[src/rtl/spi_pkg.sv]
// Shared types and constants for the SPI master receiver.
package spi_pkg;

  localparam int SPI_WORD_W = 16;

  typedef enum logic [2:0] {
    IDLE,
    KICK,
    LEAD,
    HIGH,
    LOW,
    DONE
  } spi_rx_state_t;

endpackage

[src/rtl/spi_sclk_divider.sv]
// Half-period timer for SCLK: phase_end pulses in the last cycle of every CLK_DIV-cycle phase.
module spi_sclk_divider #(
  parameter int CLK_DIV = 8
) (
  input  logic clk,
  input  logic reset,
  input  logic enable,
  output logic phase_end
);

  localparam int CW = $clog2(CLK_DIV);
  localparam logic [CW-1:0] LAST = CW'(CLK_DIV - 1);

  logic [CW-1:0] cnt;

  // Holding the counter at zero while disabled makes every enable rise start a full phase.
  always_ff @(posedge clk) begin
    if (reset || !enable) begin
      cnt <= '0;
    end else if (cnt == LAST) begin
      cnt <= '0;
    end else begin
      cnt <= cnt + CW'(1);
    end
  end

  assign phase_end = enable && (cnt == LAST);

endmodule

[src/rtl/spi_master_rx.sv]
// SPI master receiver: kicks the slave, clocks out WORD_W+DUMMY SCLK pulses and assembles one word.
// Optional build macro SPI_RX_MISO_SYNC_EN inserts a 2-flop MISO synchronizer.
module spi_master_rx
  import spi_pkg::*;
#(
  parameter int WORD_W  = SPI_WORD_W,
  parameter int CLK_DIV = 8,
  parameter int DUMMY   = 1,
  parameter int GAP     = 4
) (
  input  logic              clk,
  input  logic              reset,
  input  logic              start,
  output logic              ready,
  output logic              start_tx,
  output logic              sclk,
  input  logic              miso,
  output logic [WORD_W-1:0] rx_data,
  output logic              rx_valid,
  output spi_rx_state_t     state_dbg
);

  localparam int NP = WORD_W + DUMMY;
  localparam int PW = $clog2(NP + 1);
  localparam int GW = (GAP > 0) ? $clog2(GAP + 1) : 1;

  if (CLK_DIV < 4) begin : g_div_check
    $error("spi_master_rx: CLK_DIV must be at least 4");
  end

  spi_rx_state_t     state;
  logic              phase_end;
  logic              div_en;
  logic              miso_s;
  logic [PW-1:0]     pulse_cnt;
  logic [WORD_W-1:0] shift_reg;
  logic [GW-1:0]     gap_cnt;

`ifdef SPI_RX_MISO_SYNC_EN
  logic [1:0] miso_sync;

  always_ff @(posedge clk) begin
    if (reset) begin
      miso_sync <= '0;
    end else begin
      miso_sync <= {miso_sync[0], miso};
    end
  end

  assign miso_s = miso_sync[1];
`else
  assign miso_s = miso;
`endif

  assign div_en    = (state == LEAD) || (state == HIGH) || (state == LOW);
  assign state_dbg = state;

  spi_sclk_divider #(
    .CLK_DIV(CLK_DIV)
  ) u_div (
    .clk      (clk),
    .reset    (reset),
    .enable   (div_en),
    .phase_end(phase_end)
  );

  // Handshake: start is taken only in a cycle where ready is high; a start seen
  // while ready is low is dropped, never queued. ready stays low from KICK through
  // DONE and for GAP idle cycles afterwards.
  always_ff @(posedge clk) begin
    if (reset) begin
      state     <= IDLE;
      sclk      <= 1'b0;
      start_tx  <= 1'b0;
      rx_valid  <= 1'b0;
      rx_data   <= '0;
      ready     <= 1'b1;
      pulse_cnt <= '0;
      shift_reg <= '0;
      gap_cnt   <= '0;
    end else begin
      start_tx <= 1'b0;
      rx_valid <= 1'b0;
      case (state)
        IDLE: begin
          if (gap_cnt != '0) begin
            gap_cnt <= gap_cnt - GW'(1);
            ready   <= (gap_cnt == GW'(1));
          end else if (start && ready) begin
            state     <= KICK;
            start_tx  <= 1'b1;
            ready     <= 1'b0;
            pulse_cnt <= '0;
          end
        end
        KICK: begin
          state <= LEAD;
        end
        LEAD: begin
          if (phase_end) begin
            state <= HIGH;
            sclk  <= 1'b1;
          end
        end
        HIGH: begin
          // Sample on the last HIGH cycle: the slave only moves on the coming fall.
          if (phase_end) begin
            state <= LOW;
            sclk  <= 1'b0;
            if (pulse_cnt >= PW'(DUMMY)) begin
              shift_reg <= {shift_reg[WORD_W-2:0], miso_s};
            end
          end
        end
        LOW: begin
          if (phase_end) begin
            if (pulse_cnt < PW'(NP - 1)) begin
              state     <= HIGH;
              sclk      <= 1'b1;
              pulse_cnt <= pulse_cnt + PW'(1);
            end else begin
              state    <= DONE;
              rx_valid <= 1'b1;
              rx_data  <= shift_reg;
            end
          end
        end
        DONE: begin
          state   <= IDLE;
          gap_cnt <= GW'(GAP);
          ready   <= (GAP == 0);
        end
        default: begin
          state <= IDLE;
        end
      endcase
    end
  end

endmodule

[config.mk]
export PLATFORM = sky130hd
export DESIGN_NAME = spi_master_rx
export DESIGN_NICKNAME = d
export VERILOG_FILES = /design/src/rtl/spi_pkg.sv /design/src/rtl/spi_sclk_divider.sv /design/src/rtl/spi_master_rx.sv
export SDC_FILE = /design/constraint.sdc
export NUM_CORES = 1
export LEC_CHECK = 0
export ABC_AREA = 1
export ABC_CLOCK_PERIOD_IN_PS = 2950
export BUFFER_PORTS_ARGS = -buffer_cell sky130_fd_sc_hd__buf_2
export CAP_MARGIN = 20
export CORE_UTILIZATION = 45
export CTS_CLUSTER_DIAMETER = 100
export DETAILED_ROUTE_END_ITERATION = 6
export HOLD_SLACK_MARGIN = 0.15
export PLACE_DENSITY_LB_ADDON = 0.1
export SLEW_MARGIN = 15
export SYNTH_ARGS = -nofsm -noshare
export SYNTH_HDL_FRONTEND = slang
export SYNTH_SLANG_ARGS = --single-unit
[constraint.sdc]
create_clock -name clk -period 2.95 [get_ports clk]
set_input_delay 0.1475 -clock clk [delete_from_list [all_inputs] [get_ports clk]]
set_output_delay 0.1475 -clock clk [all_outputs]
set_load 0.02 [all_outputs]
==> impl_metrics.toml, run 1 <==
[flow_run]
drv_cap = 0

[route]
route.vias.total = 1738
drc = 2
drt_pass1_iterations = 7
drtIter0Drc = 87
routed_via_density = 4.910
routed_wl_um = 3925
postRouteAntennaNets = 0
wl_per_cell_um = 11.09

[synth]
async_reset_ff_frac = 0
synth_common_cells = "50 x dfxtp_1, 47 x nor2_1, 37 x inv_1"
syn_area_per_cell_um2 = 7.741
synthTopCellsByArea = "dfxtp_1 47%, nor2_1 8.2%, inv_1 6.5%"
ys_seq_area_frac = 0.4651
synth-edff-count = 0
synth.most_common_cell = "dfxtp_1"
yosys_most_used_dff = "dfxtp_1"
ys_warn_count = 0
yosys.area.top_type = "dfxtp_1"
syn-num-nets = 289
synth_cells = 278
synthDominantCellAreaShare = 0.4651
ys_types = 29
netlist_area_um2 = 2152
yosys_register_bits = 50

[cells_and_area]
multi_input_area_um2 = 935.9
layout.nets = 313
nFillCells = 430
seqCellArea_um2 = 1001
final_util = 0.5400
area_growth_pct = 12.27
diodes = 0
drive_gt1_frac = 0.1656

[timing]
maxSlewViolCount = 0
worst_pin_slew_ns = 0.4807
finalSetupTns_ns = 0
min_period_ns = 1.822
max_freq_mhz = 548.9
hold_viol_final = 0
final.period_utilization = 0.6176
hold_ws_ns = 0.1783
slew_headroom = 0.6791
clock_skew_ns = 0.002803
grt_setup_unrepaired = "no"
setup_violations = 0

[critical_path]
arrival_ns = 2.02
r2r-start = "u_div.cnt[0]"
worstReg2RegEnd = "shift_reg[7]"
cp_slowest_cell = "dfxtp_1"
path_class = "reg -> reg"
cp_cell_sequence = "ha_1 -> ha_1 -> inv_1 -> nor2_2 -> nand2_2 -> clkinv_2 -> nor2_1 -> nor2_1"
start_kind = "register"
r2r_setup_slack_ns = 1.13
worstPathMaxFanout = 17
slowest_delay_ns = 0.33
cp_num_buf_inv = 2
crit_required_ns = 3.15
reg2regPathDepth = 8
setup.worst_path.end_class = "register"
crit_family = "simple AND/OR/NAND/NOR gates"

[worst_hold_path]
hold_class = "in -> reg"
hold_end = "gap_cnt[2]"
min_path_cells = 2
worstHoldStart = "reset"

[power]
power_mw = 1.688
switching_share = 0.3291
p_seq_frac = 0.451
p_leak_nw = 1.026
p_comb_frac = 0.262
p_sw_mw = 0.5555
p_per_area_nw_per_um2 = 698.6
p_int_mw = 1.132
ir_drop_uv = 345.3
clockPowerShare = 0.287

[clocking]
cts_tree = "yes"
numClockSinks = 50
clk_pin_slew_ns = 0.09
numCtsBuffers = 5
post_cts_buffers = 0
cts.path.max_buffers = 2
cts_root_buffer = "clkbuf_8"
cts.htree.levels = 2
clk-insertion-delay-late_ns = 0.30

[floorplan]
core-area_um2 = 4474
die_area_um2 = 5063
start_util = 0.4810
die_h_um = 71.16
num_rows = 24
die_w_um = 71.16
pin_count = 27

[global_route]
antenna_found_initial = 0
grt_use_total = 0.1706
grt_pass1_wl_um = 6824
grt_pass1_vias = 1512
grt_max_degree = 34
overflow = 0

[run_status]
status = "finished with violations"
violations = "DRC"

[place]
io_buffers = 26
dp_hpwl_um = 2679
gp_congestion = 0.7837
-- worst max path at each step --
stage | start | to | slack [ns] | depth (start not counted)
2_1_floorplan | u_div.cnt[0] | shift_reg[10] | 1.48 | 9
3_3_place_gp | u_div.cnt[0] | shift_reg[3] | 1.18 | 8
3_5_place_dp | u_div.cnt[0] | shift_reg[7] | 1.13 | 8
4_1_cts | u_div.cnt[0] | shift_reg[7] | 1.11 | 8
5_1_grt | u_div.cnt[0] | shift_reg[8] | 0.89 | 8
6_report | u_div.cnt[0] | shift_reg[7] | 1.13 | 8
-- final cells by class --
cell class	count	area share
Tap cell	52	0.02693
Multi-Input combinational cell	177	0.3874
Clock buffer	6	0.03418
Clock inverter	1	0.01243
Sequential cell	50	0.4143
Timing Repair Buffer	28	0.06111
Inverter	40	0.06370
-- metrics by stage --
stage          worst slack [ns]  instance area (um^2)  std cells
2_1_floorplan             1.477                  2152        278
3_3_place_gp              1.178                  2293        346
5_1_grt                  0.8939                  2416        354
3_5_place_dp              1.134                  2293        346
6_report                  1.128                  2416        354
4_1_cts                   1.107                  2416        354
-- layer usage --
| metal | wire, um | global-route usage | up-vias | part of all wire |
|---|---|---|---|---|
| met5 | 0 | 0 | - | 0 |
| met4 | 57 | 0.07333 | 0 | 0.015 |
| met3 | 121 | 0.03419 | 5 | 0.031 |
| met2 | 1636 | 0.2540 | 31 | 0.42 |
| met1 | 2110 | 0.2394 | 760 | 0.54 |
| li1 | - | - | 942 | - |
-- kinds of logic (layout without fill, tap and decap cells) --
kind of cell	count (synthesis)	in the layout	synth area share
simple gates	100	100	0.2267
fa+ha+maj	7	7	0.04070
flops	50	50	0.4651
compound gates	70	70	0.1674
buf+inv	51	75	0.09999
-- worst reg2reg max path, stage by stage, from the launching register on --
cell	delay [ns]
dfxtp_1	0.33
ha_1	0.20
ha_1	0.25
inv_1	0.14
nor2_2	0.07
nand2_2	0.25
clkinv_2	0.28
nor2_1	0.16
nor2_1	0.06
-- layout by cell type (no fill, tap or decap), types with 3 or more instances in the layout --
master	instances
nand3_1	10
ha_1	7
buf_2	26
nand2_2	3
nor2_1	47
o21ai_1	23
clkbuf_8	6
o21ai_0	17
nand2_1	24
inv_1	37
a21oi_1	26
dfxtp_1	50
nand4_1	4
nand3_2	3
-- what timing repair did --
| action | in CTS | in global routing |
|---|---|---|
| gates resized for setup | 0 | 0 |
| hold buffers | 1 | 0 |
| endpoints found under the hold margin | 1 | 0 |
-- power by group through the flow --
stage	registers (mW)	logic, mW	clock network, mW
3_5_place_dp	0.777	0.441	0
4_1_cts	0.763	0.443	0.501
2_1_floorplan	0.795	0.336	0
3_3_place_gp	0.777	0.442	0
6_report	0.762	0.441	0.485
5_1_grt	0.770	0.507	0.523
(Power assumes the default switching activity.)
==> run 2, diff against run 1 <==
--- a/config.mk
+++ b/config.mk
@@ -6,7 +6,7 @@
 export NUM_CORES = 1
 export LEC_CHECK = 0
 export ABC_AREA = 1
-export ABC_CLOCK_PERIOD_IN_PS = 2950
+export ABC_CLOCK_PERIOD_IN_PS = 1600
 export BUFFER_PORTS_ARGS = -buffer_cell sky130_fd_sc_hd__buf_2
 export CAP_MARGIN = 20
 export CORE_UTILIZATION = 45
==> constraint.sdc (replaced) <==
create_clock -name clk -period 1.6 [get_ports clk]
set_input_delay 0.08 -clock clk [delete_from_list [all_inputs] [get_ports clk]]
set_output_delay 0.08 -clock clk [all_outputs]
set_load 0.02 [all_outputs]
==> run 2 against run 1 <==
Effect of this change: the flow still finishes with violations (DRC); die area stayed put; setup slack worse by 1.0 ns; core utilization is 3.0 points higher; sequential cell count stayed put; hold slack better by 0.015 ns; first-iteration DRC count is 77% higher; total power is 90% higher; sequential power is 82% higher; routed wire length is 5.5% higher; design area is 5.5% higher; critical path type unchanged; critical endpoint is now shift_reg[1].
==> impl_metrics.toml, run 2 (synthesis gave the netlist of run 1 again) <==
[power]
p_per_area_nw_per_um2 = 1261
ir_drop_uv = 752.5
p_leak_nw = 1.080

[clocking]
clk-insertion-delay-late_ns = 0.30
clk_pin_slew_ns = 0.09
cts.htree.levels = 2
post_cts_buffers = 0
cts_root_buffer = "clkbuf_8"
numClockSinks = 50
cts_tree = "yes"
numCtsBuffers = 5
cts.path.max_buffers = 2

[timing]
maxSlewViolCount = 0
finalSetupTns_ns = 0
final.period_utilization = 0.9393
max_freq_mhz = 665.4
setup_violations = 0
slew_headroom = 0.7823
grt_setup_unrepaired = "no"
min_period_ns = 1.503
hold_viol_final = 0
clock_skew_ns = 0.007096
worst_pin_slew_ns = 0.3261
setup_slack_ns = 0.09715

[place]
place_area_um2 = 2399
gp_congestion = 0.8020
io_buffers = 26
dp_hpwl_um = 2845
place_ws_ns = 0.006425

[route]
routed_wl_um = 4139
drt_pass1_iterations = 7
drc = 4
route.vias.total = 1757
wl_per_cell_um = 11.34
drtIter0Drc = 154
postRouteAntennaNets = 0
routed_via_density = 4.814

[global_route]
grt_pass1_wl_um = 7010
grt_max_degree = 33
overflow = 0
grt_use_total = 0.1774
antenna_found_initial = 0
grt_pass1_vias = 1593

[cells_and_area]
area_growth_pct = 18.43
diodes = 0
fin_area_um2 = 2549
mostFrequentLayoutCells = "50 x dfxtp_1, 47 x nor2_1, 37 x inv_1, 27 x o21ai_1"
layout.nets = 323
layout_commonest_cell = "dfxtp_1"
drive_gt1_frac = 0.1949
final_util = 0.5696

[floorplan]
die_h_um = 71.16
die_w_um = 71.16
pin_count = 27
start_util = 0.4810
core-area_um2 = 4474
die_area_um2 = 5063
num_rows = 24

[critical_path]
arrival_ns = 1.71
setup.worst_path.end_class = "register"
cp_slowest_cell = "dfxtp_1"
crit_required_ns = 1.81
path_class = "reg -> reg"
cp_cell_sequence = "ha_2 -> ha_4 -> inv_1 -> nor2_2 -> nand2_2 -> buf_6 -> o21ai_0 -> nor2_1"
r2r-start = "u_div.cnt[0]"
start_kind = "register"
r2r_setup_slack_ns = 0.1
startpoint = "u_div.cnt[0]"
slowest_delay_ns = 0.35
worstPathMaxFanout = 13

[flow_run]
drv_cap = 0

[run_status]
violations = "DRC"
status = "finished with violations"

[worst_hold_path]
hold_class = "in -> reg"
worstHoldStart = "start"
[run 2: per-layer routing]
layer / up-vias / share of wire / track usage
li1: 963 / - / -
met1: 764 / 0.54 / 0.2451
met2: 23 / 0.41 / 0.2635
met3: 7 / 0.031 / 0.03989
met4: 0 / 0.016 / 0.08000
met5: - / 0 / 0
[run 2: worst max-delay path, delay by kind of cell (launching register included)]
family / cells / cell delay [ns]
simple gates: 3 / 0.31
buf+inv: 2 / 0.24
compound gates: 1 / 0.15
flops: 1 / 0.35
fa+ha+maj: 2 / 0.36
[run 2: final cells by class]
cell class	instances	area [um^2]
Inverter	40	155.1
Clock buffer	6	72.57
Fill cell	451	1926
Clock inverter	2	37.54
Multi-Input combinational cell	177	950.9
Sequential cell	50	1001
Tap cell	52	65.06
Timing Repair Buffer	38	266.5
[run 2: power breakdown]
group / leakage (nW) / switching [mW] / internal, mW
clock: 0.0514 / 0.417 / 0.467
combinational: 0.624 / 0.587 / 0.351
sequential: 0.404 / 0.0711 / 1.32
[run 2: final timing paths]
path	endpoint	cells past startpoint
worst max-delay path	shift_reg[1]	8
worst min-delay path	start_tx	5
worst max register to register	shift_reg[1]	8
worst min register to register	rx_data[10]	2
[run 2: repair_timing]
item	CTS	global route
gates cloned	0	0
setup endpoints to repair	1	14
gates resized for setup	1	8
endpoints found under the hold margin	11	0
hold buffers	2	0
[run 2: metrics by stage]
stage / hold slack (ns) / total power [mW] / cells
2_1_floorplan: 0.2443 / 2.086 / 278
5_1_grt: 0.2012 / 3.436 / 365
4_1_cts: 0.1777 / 3.251 / 365
3_5_place_dp: 0.3457 / 2.351 / 355
3_3_place_gp: 0.3363 / 2.350 / 355
6_report: 0.1933 / 3.213 / 365
==> run 3, diff against run 2 <==
--- a/config.mk
+++ b/config.mk
@@ -9,7 +9,9 @@
 export ABC_CLOCK_PERIOD_IN_PS = 1600
 export BUFFER_PORTS_ARGS = -buffer_cell sky130_fd_sc_hd__buf_2
 export CAP_MARGIN = 20
+export CORE_MARGIN = 1
 export CORE_UTILIZATION = 45
+export CTS_BUF_LIST = sky130_fd_sc_hd__clkbuf_4
 export CTS_CLUSTER_DIAMETER = 100
 export DETAILED_ROUTE_END_ITERATION = 6
 export HOLD_SLACK_MARGIN = 0.15
==> run 3 against run 2 <==
Effect of this change: clock skew up 0.0048 ns; largest power group unchanged; fmax up 2.0%; hold slack better by 0.22 ns; total power is 4.2% lower; non-clock buffer count rose by 1; design area fell by 0.74%; die area unchanged; cell count rose by 0.27%; the run still ends with DRC left; routed wire length down 1.1%; sequential cell count stayed put; clock power fell by 16%.
==> impl_metrics.toml, run 3 (synthesis gave the netlist of run 1 again) <==
[critical_path]
crit_required_ns = 1.88
r2r_setup_slack_ns = 0.13
worstPathMaxFanout = 13
setup.worst_path.end_class = "register"
reg2regPathDepth = 8
worstReg2RegEnd = "shift_reg[1]"
arrival_ns = 1.75
r2r-start = "u_div.cnt[0]"
path_class = "reg -> reg"
start_kind = "register"
startpoint = "u_div.cnt[0]"

[cells_and_area]
layout.nets = 324
mostFrequentLayoutCells = "49 x dfxtp_1, 47 x nor2_1, 37 x inv_1, 27 x o21ai_1"
layout_commonest_cell = "dfxtp_1"
area_growth_pct = 17.56
drive_gt1_frac = 0.1975
fin_cells = 366
nFillCells = 449
final_util = 0.5654
diodes = 0

[clocking]
numCtsBuffers = 5
clk-insertion-delay-late_ns = 0.36
cts_root_buffer = "clkbuf_4"
clk_pin_slew_ns = 0.15
cts_tree = "yes"
post_cts_buffers = 0
numClockSinks = 50
cts.path.max_buffers = 2
cts.htree.levels = 2

[route]
drc = 4
wl_per_cell_um = 11.19
drt_pass1_iterations = 6
postRouteAntennaNets = 0
routed_via_density = 4.760
routed_wl_um = 4095
route.vias.total = 1742
drtIter0Drc = 122

[worst_hold_path]
worstHoldStart = "u_div.cnt[0]"
min_path_cells = 1
hold_end = "u_div.cnt[0]"
hold_class = "reg -> reg"

[power]
p_leak_nw = 1.078
ir_drop_uv = 750.3
p_per_area_nw_per_um2 = 1216
power_mw = 3.077

[timing]
maxSlewViolCount = 0
worst_pin_slew_ns = 0.3263
clock_skew_ns = 0.01187
max_freq_mhz = 678.7
slew_headroom = 0.7821
hold_viol_final = 0
final.period_utilization = 0.9208
grt_setup_unrepaired = "no"
min_period_ns = 1.473
setup_slack_ns = 0.1267
finalSetupTns_ns = 0
setup_violations = 0

[global_route]
antenna_found_initial = 0
grt_use_total = 0.1750
overflow = 0
grt_pass1_wl_um = 6982
grt_max_degree = 33
grt_pass1_vias = 1587

[floorplan]
num_rows = 24
die_w_um = 71.16
core-area_um2 = 4474
start_util = 0.4810
pin_count = 27
die_h_um = 71.16
die_area_um2 = 5063

[place]
place_ws_ns = 0.006425
dp_hpwl_um = 2845
dp.cells = 355
gp_congestion = 0.8020
io_buffers = 26

[run_status]
violations = "DRC"
status = "finished with violations"

[flow_run]
drv_cap = 0
==> run 3: cell count changes in the layout (fill, tap and decap cells not counted) <==
cell	previous run	this run
dlygate4sd3_1	2	3
clkbuf_4	0	6
clkbuf_1	1	0
ha_1	5	6
ha_2	1	0
dfxtp_2	0	1
clkbuf_8	5	0
dfxtp_1	50	49
==> run 3: metrics by stage <==
| step | cell area (um^2) | hold WS, ns |
|---|---|---|
| 2_1_floorplan | 2152 | 0.2443 |
| 3_3_place_gp | 2399 | 0.3363 |
| 3_5_place_dp | 2399 | 0.3457 |
| 4_1_cts | 2514 | 0.4445 |
| 5_1_grt | 2530 | 0.4243 |
| 6_report | 2530 | 0.4147 |
==> run 3: repair_timing <==
| item | in CTS | in global routing |
|---|---|---|
| hold endpoints to repair | 11 | 0 |
| endpoints found under the setup margin | 1 | 12 |
| hold buffers | 3 | 0 |
| gates cloned | 0 | 0 |
| gates resized for setup | 1 | 8 |
==> run 3: layout make-up <==
class / instances / area, um^2 / area share
tap: 52 / 65.06 / 0.02572
multi-input combinational: 177 / 948.4 / 0.3749
timing repair buffer: 39 / 276.5 / 0.1093
inverter: 40 / 155.1 / 0.06133
sequential: 50 / 1002 / 0.3961
clock inverter: 2 / 37.54 / 0.01484
clock buffer: 6 / 45.04 / 0.01780
==> run 3: worst max path at each step <==
stage	endpoint	slack [ns]	depth (start not counted)
after floorplan	shift_reg[10]	0.13	9
after global placement	shift_reg[15]	0.08	8
after detailed placement	shift_reg[4]	0.006	8
after CTS	shift_reg[4]	0.03	8
after global routing	state_dbg[1]	0.008	11
final	shift_reg[1]	0.13	8
==> run 3: per-layer routing <==
layer	vias up	global-route usage	wire length, um
met5	-	0	0
met4	0	0.06667	55
met3	7	0.03989	130
met2	27	0.2593	1654
met1	741	0.2469	2255
li1	967	-	-
==> run 3: critical path: stages (launching register included) <==
cell and delay (ns):
dfxtp_2 0.36, ha_1 0.18, ha_4 0.17, inv_1 0.06, nor2_2 0.14, nand2_2 0.12
buf_6 0.17, o21ai_0 0.15, nor2_1 0.05
==> run 3: report_power, final <==
| part | total [mW] | switching [mW] | leakage (nW) | internal, mW |
|---|---|---|---|---|
| Clock | 0.746 | 0.399 | 0.0419 | 0.347 |
| Combinational | 0.936 | 0.585 | 0.631 | 0.352 |
| Sequential | 1.39 | 0.0707 | 0.405 | 1.32 |
